[config.mk]
export PLATFORM = sky130hd
export DESIGN_NAME = conv_window_mac
export DESIGN_NICKNAME = d
export VERILOG_FILES = /design/src/rtl/conv_pkg.sv /design/src/rtl/conv_window_mac_dot.sv /design/src/rtl/conv_window_mac.sv
export SDC_FILE = /design/constraint.sdc
export NUM_CORES = 2
export LEC_CHECK = 0
export CORE_ASPECT_RATIO = 0.6
export CORE_MARGIN = 4
export CORE_UTILIZATION = 42
export DETAILED_ROUTE_END_ITERATION = 16
export PLACE_DENSITY_LB_ADDON = 0.05
export SLEW_MARGIN = 20
export SYNTH_ARGS = -nofsm -noshare
export SYNTH_HDL_FRONTEND = slang
export SYNTH_HIERARCHICAL = 1
export SYNTH_SLANG_ARGS = --single-unit
[constraint.sdc]
create_clock -name clk -period 34.7 [get_ports clk]
set_clock_uncertainty 0.05 [all_clocks]
set_input_delay 5.205 -clock clk [delete_from_list [all_inputs] [get_ports clk]]
set_output_delay 5.205 -clock clk [all_outputs]
set_load 0.05 [all_outputs]
[src/rtl/conv_pkg.sv]
// conv_window_mac shared types, default sizes and helpers.
// Index order for windows and weights is (channel, row, col).
package conv_pkg;

  typedef enum logic [1:0] {
    IDLE,
    MAC,
    OUT
  } state_t;

  localparam int K_DEF  = 3;
  localparam int CH_DEF = 3;
  localparam int DW_DEF = 8;
  localparam int WW_DEF = 8;

  localparam int WIN_ELEMS  = K_DEF * K_DEF * CH_DEF;
  localparam int PROD_WIDTH = DW_DEF + WW_DEF + 1;

  function automatic int idx(
    input int k,
    input int m,
    input int n,
    input int kk
  );
    return k * kk * kk + m * kk + n;
  endfunction

  // Clamp to unsigned [0, 2^dw-1] or signed dw-bit range.
  function automatic logic signed [63:0] saturate(
    input logic signed [63:0] v,
    input int                 dw,
    input bit                 relu
  );
    logic signed [63:0] lo;
    logic signed [63:0] hi;
    if (relu) begin
      lo = 64'sd0;
      hi = (64'sd1 <<< dw) - 64'sd1;
    end else begin
      lo = -(64'sd1 <<< (dw - 1));
      hi = (64'sd1 <<< (dw - 1)) - 64'sd1;
    end
    if (v > hi) return hi;
    if (v < lo) return lo;
    return v;
  endfunction

endpackage

[src/rtl/conv_window_mac_dot.sv]
// Combinational KxK signed dot product of one channel slice.
// Pixels are unsigned, weights signed; result sign-extended.
module conv_dot_kxk #(
  parameter int DATA_WIDTH   = 8,
  parameter int WEIGHT_WIDTH = 8,
  parameter int KK           = 9,
  parameter int ACC_WIDTH    = 24
) (
  input  logic [KK*DATA_WIDTH-1:0]   pix,
  input  logic [KK*WEIGHT_WIDTH-1:0] wts,
  output logic signed [ACC_WIDTH-1:0] sum
);

  localparam int PW = DATA_WIDTH + WEIGHT_WIDTH + 1;

  logic signed [PW-1:0] prod [KK];

  always_comb begin
    for (int i = 0; i < KK; i++) begin
      prod[i] = $signed({1'b0, pix[i*DATA_WIDTH +: DATA_WIDTH]})
              * $signed(wts[i*WEIGHT_WIDTH +: WEIGHT_WIDTH]);
    end
  end

  always_comb begin
    sum = '0;
    for (int i = 0; i < KK; i++) begin
      sum = sum + ACC_WIDTH'(prod[i]);
    end
  end

endmodule

[src/rtl/conv_window_mac.sv]
// Single-filter window MAC: one channel per cycle, shift, saturate.
// Define CONV_WINDOW_MAC_RELU_EN for ReLU (unsigned) output clamping.
module conv_window_mac
  import conv_pkg::*;
#(
  parameter int DATA_WIDTH   = DW_DEF,
  parameter int CHANNELS     = CH_DEF,
  parameter int KERNEL_SIZE  = K_DEF,
  parameter int WEIGHT_WIDTH = WW_DEF,
  parameter int BIAS_WIDTH   = 16,
  parameter int ACC_WIDTH    = 24,
  parameter int OUT_SHIFT    = 4
) (
  input  logic clk,
  input  logic rst,
  input  logic window_valid,
  input  logic [DATA_WIDTH*KERNEL_SIZE*KERNEL_SIZE*CHANNELS-1:0]
               window_data,
  output logic window_ready,
  input  logic cfg_wt_wr_en,
  input  logic [7:0] cfg_wt_addr,
  input  logic [WEIGHT_WIDTH-1:0] cfg_wt_data,
  input  logic cfg_bias_wr_en,
  input  logic [BIAS_WIDTH-1:0] cfg_bias_data,
  output logic cfg_ready,
  output logic out_valid,
  output logic [DATA_WIDTH-1:0] out_data,
  input  logic out_ready
);

  localparam int KK    = KERNEL_SIZE * KERNEL_SIZE;
  localparam int ELEMS = KK * CHANNELS;
  localparam int WINW  = DATA_WIDTH * ELEMS;
  localparam int CW    = (CHANNELS > 1) ? $clog2(CHANNELS) : 1;
  localparam int AIW   = (ELEMS > 1) ? $clog2(ELEMS) : 1;
  localparam int MINACC =
    DATA_WIDTH + WEIGHT_WIDTH + 1 + $clog2(ELEMS);

`ifdef CONV_WINDOW_MAC_RELU_EN
  localparam bit RELU = 1'b1;
`else
  localparam bit RELU = 1'b0;
`endif

  if (ACC_WIDTH < MINACC || ACC_WIDTH < BIAS_WIDTH) begin : g_acc_chk
    $error("conv_window_mac: ACC_WIDTH too small");
  end

  state_t state;
  state_t state_nx;

  logic [WINW-1:0]                win_q;
  logic signed [WEIGHT_WIDTH-1:0] wt_q [ELEMS];
  logic signed [BIAS_WIDTH-1:0]   bias_q;
  logic signed [ACC_WIDTH-1:0]    acc_q;
  logic signed [ACC_WIDTH-1:0]    acc_nx;
  logic signed [ACC_WIDTH-1:0]    dot;
  logic [CW-1:0]                  ch_q;
  logic                           last_ch;
  logic                           wt_ok;

  logic                           pend_v;
  logic [AIW-1:0]                 pend_addr;
  logic [WEIGHT_WIDTH-1:0]        pend_data;

  logic [KK*DATA_WIDTH-1:0]       pix_ch;
  logic [KK*WEIGHT_WIDTH-1:0]     wt_ch;

  assign window_ready = (state == IDLE);
  assign cfg_ready    = (state == IDLE);
  assign last_ch      = (ch_q == CW'(CHANNELS - 1));
  assign wt_ok        = int'(cfg_wt_addr) < ELEMS;

  always_comb begin
    pix_ch = win_q[idx(int'(ch_q), 0, 0, KERNEL_SIZE)*DATA_WIDTH
                   +: KK*DATA_WIDTH];
    wt_ch  = '0;
    for (int m = 0; m < KERNEL_SIZE; m++) begin
      for (int n = 0; n < KERNEL_SIZE; n++) begin
        wt_ch[(m*KERNEL_SIZE+n)*WEIGHT_WIDTH +: WEIGHT_WIDTH] =
          wt_q[idx(int'(ch_q), m, n, KERNEL_SIZE)];
      end
    end
  end

  conv_dot_kxk #(
    .DATA_WIDTH  (DATA_WIDTH),
    .WEIGHT_WIDTH(WEIGHT_WIDTH),
    .KK          (KK),
    .ACC_WIDTH   (ACC_WIDTH)
  ) u_dot (
    .pix(pix_ch),
    .wts(wt_ch),
    .sum(dot)
  );

  assign acc_nx = acc_q + dot;

  always_ff @(posedge clk) begin
    if (rst) state <= IDLE;
    else     state <= state_nx;
  end

  always_comb begin
    state_nx = state;
    unique case (state)
      IDLE:    if (window_valid) state_nx = MAC;
      MAC:     if (last_ch)      state_nx = OUT;
      OUT:     if (out_ready)    state_nx = IDLE;
      default:                   state_nx = IDLE;
    endcase
  end

  // A weight write landing on the accepting edge is parked so the
  // in-flight window keeps the old weights.
  always_ff @(posedge clk) begin
    if (rst) begin
      win_q     <= '0;
      bias_q    <= '0;
      acc_q     <= '0;
      ch_q      <= '0;
      out_valid <= 1'b0;
      out_data  <= '0;
      pend_v    <= 1'b0;
      pend_addr <= '0;
      pend_data <= '0;
      for (int i = 0; i < ELEMS; i++) wt_q[i] <= '0;
    end else begin
      unique case (state)
        IDLE: begin
          if (cfg_bias_wr_en) bias_q <= cfg_bias_data;
          if (cfg_wt_wr_en && wt_ok) begin
            if (window_valid) begin
              pend_v    <= 1'b1;
              pend_addr <= cfg_wt_addr[AIW-1:0];
              pend_data <= cfg_wt_data;
            end else begin
              wt_q[cfg_wt_addr[AIW-1:0]] <= cfg_wt_data;
            end
          end
          if (window_valid) begin
            win_q <= window_data;
            acc_q <= ACC_WIDTH'(bias_q);
            ch_q  <= '0;
          end
        end
        MAC: begin
          acc_q <= acc_nx;
          ch_q  <= ch_q + CW'(1);
          if (last_ch) begin
            out_valid <= 1'b1;
            out_data  <= DATA_WIDTH'(saturate(
                           64'(acc_nx >>> OUT_SHIFT),
                           DATA_WIDTH, RELU));
          end
        end
        OUT: begin
          if (out_ready) begin
            out_valid <= 1'b0;
            if (pend_v) begin
              wt_q[pend_addr] <= pend_data;
              pend_v          <= 1'b0;
            end
          end
        end
        default: ;
      endcase
    end
  end

endmodule
==> results.tsv <==
metric	value	unit
DP Cell Count	8621	
# fillers	13897	
critical path's largest stage delay	900	ps
clock sinks	539	
routed length on met2	97200	um
Longest Clk Path Bufs	3	
Post-synth ARST share	0	%
core area	145000	sq um
most frequent cell on the critical path	fa_1	
Area Growth Syn to Fin	11.4	%
count of buffers from port buffering	264	
final setup violation count	0	
Worst Hold Launch	win_q[1]	
Worst Hold Class	flop to flop	
DP HPWL	216000	um
post-route setup TNS	0	ps
vias per cell	5.98	
largest net degree at the start of global routing	194	
final WL	265000	um
routed via count	52261	
post-synth cell types	91	
worst setup path start	ch_q[0]	
Avg WL per Cell	30.4	um
antenna viol nets, final	0	
RR Startpoint	ch_q[0]	
crit path kind	flop to flop	
min Tclk post-route	16880	ps
Worst setup SP type	flop	
io pins	265	
WL met3	36100	um
ys flop type	dfxtp_1	
max_cap viols	0	
clock buffer count from CTS	57	
Die X	501	um
antenna violations before repair	11	
post-route clock period utilization	48.6	%
DIE AREA	152000	sq um
number of remaining DRC errors	0	
TritonCTS clock tree	done	
layout cells sized above 1	11.4	%
DP Worst Slack	17990	ps
post-synthesis average cell area	9.17	sq um
fin. max-slew vios	0	
total number of H-tree levels	2	
gr ovfl total	0	
sequential fraction of the synthesis area	21.8	%
Clock Latency Late Sink	720	ps
Cell Rows	108	
Post-CTS Setup Bufs	0	
unrepaired setup endpoints after global routing	false	
vias in the first global route	50162	
slew at the pin with the worst max-slew slack	1290	ps
Die Span Y	304	um
syn_nets	7849	
gp weighted congestion	0.994	
Mapped Cells	6682	
WL met1	124000	um
drt pass-1 iters	6	
Nets	7922	
Slew HR	14.2	%
worst path required time	35210	ps
Final Hold Viols	0	
crit end category	flop	
maximum operating frequency	0.0593	GHz
# resized after CTS	0	
slowest CP cell	ha_4	
setup ws final	17820	ps
Worst Path Max Fanout	134	
Top Metal Used	met5	
Yosys reg bits	539	
Yosys warning count	6	
hold_buf cts	0	
EDFF count, synth	256	
GRT Util Overall	34.4	%
root buffer cell	clkbuf_16	
status	complete, no violations	
Post-Layout Cell Count	8742	
Post-Syn Area	61300	sq um
Initial DRC Count	7346	
Worst Path Arrival	17380	ps
first-pass GRT wire length	378000	um
Clock transition at path regs	90	ps
Initial Util	42.3	%
-- cell usage after synthesis, drive strengths merged, types with 7 or more instances --
cell	n	share of area [%]
nor2b	31	0.32
a21o	10	0.12
and3	7	0.082
nand2	1048	6.4
a211oi	56	0.70
nor3b	8	0.098
a31oi	9	0.13
mux2	127	2.3
o211ai	27	0.35
inv	770	4.7
o22ai	34	0.35
fa	579	19
ha	334	6.8
o21ai	212	1.8
nor4	9	0.092
nand2b	60	0.61
a221oi	46	0.68
o21a	41	0.50
a21oi	455	3.7
clkbuf	289	1.8
o31ai	7	0.086
xnor2	33	0.48
o32ai	11	0.16
nor2	657	4.0
and2	345	3.5
mux2i	280	4.6
xor2	12	0.17
a22oi	23	0.28
edfxtp	256	13
o21bai	8	0.12
or2	7	0.071
dfxtp	283	9.2
nor3	105	0.86
mux4	308	11
nand3	18	0.16
buf	100	0.76
-- routing by layer --
| metal | vias up | GRT usage [%] |
|---|---|---|
| li1 | 22686 | - |
| met1 | 26201 | 55.0 |
| met2 | 3039 | 43.1 |
| met3 | 331 | 11.8 |
| met4 | 4 | 8.45 |
| met5 | - | 0.376 |
-- cell type report --
type / count / area, sq um / share of cell area [%]
inverters: 774 / 2910 / 4.27
clock inverters: 42 / 407 / 0.596
repair buffers: 403 / 3730 / 5.47
clock buffers: 65 / 1490 / 2.18
multi-input cells: 4980 / 43900 / 64.3
flip-flops and latches: 539 / 13400 / 19.6
well taps: 1925 / 2410 / 3.53
diodes: 14 / 35.0 / 0.0514
-- layout by cell type (no fill, tap or decap), types with 18 or more instances in the layout --
cell type,netlist,final
clkdlybuf4s50_1,0,263
mux2i_1,280,262
nand2b_1,60,59
o22ai_1,34,34
edfxtp_1,256,256
clkinv_2,0,18
mux2_2,127,127
o211ai_1,25,25
nor3_1,105,91
a22oi_1,23,23
a221oi_1,44,44
and2_1,344,343
xnor2_1,32,27
a211oi_1,54,53
nand2_1,1048,1046
fa_1,579,579
nor2b_1,31,29
a21oi_1,454,449
clkbuf_16,0,57
inv_1,769,767
buf_4,2,136
dfxtp_1,283,282
ha_1,334,330
mux4_2,306,306
o21ai_0,206,203
nor2_1,656,649
o21a_1,41,40
-- through the flow --
stage | util, % | hold WS, ps | area [sq um]
3_3_place_gp | 45.8 | 396 | 66200
6_report | 47.1 | 413 | 68200
5_1_grt | 47.1 | 431 | 68200
2_1_floorplan | - | 382 | 61300
3_5_place_dp | 45.8 | 400 | 66300
4_1_cts | 47.1 | 413 | 68200
-- worst paths after layout --
| path | to | slack (ps) | cells after the start |
|---|---|---|---|
| worst min register to register | win_q[1] | 410 | 2 |
| worst max-delay path | out_data[3] | 17820 | 43 |
| worst min-delay path | win_q[1] | 410 | 2 |
| worst max register to register | out_data[3] | 17820 | 43 |
-- critical path, delay by kind of cell (launching register included) --
kind	cells	cell delay, ps
adders and majority gates	13	6820
buffers and inverters	11	3340
AOI/OAI and AO/OA	10	2070
muxes	4	1930
and+or+nand+nor	4	1370
DFF	1	580
xor gates and xnor gates	1	290
-- flip-flops by register name (all words and copies together), names as in the netlist --
register and flops:
out_valid 1, ch_q 2, wt_q 256, state 2, out_data 8, win_q 216
acc_q 24, bias_q 16, pend_addr 5, pend_data 8, pend_v 1
-- cells by family after synthesis --
| group | count (synthesis) | synth area share, % |
|---|---|---|
| AOI/OAI and AO/OA | 992 | 9.77 |
| DFF | 539 | 21.8 |
| buffers and inverters | 1163 | 7.27 |
| xor gates and xnor gates | 45 | 0.656 |
| muxes | 715 | 18.2 |
| and+or+nand+nor | 2315 | 16.5 |
| adders and majority gates | 913 | 25.7 |
Power is left out: the tool's default activity adds up to more than one toggle a clock period on the data nets, which glitch-free logic cannot reach.
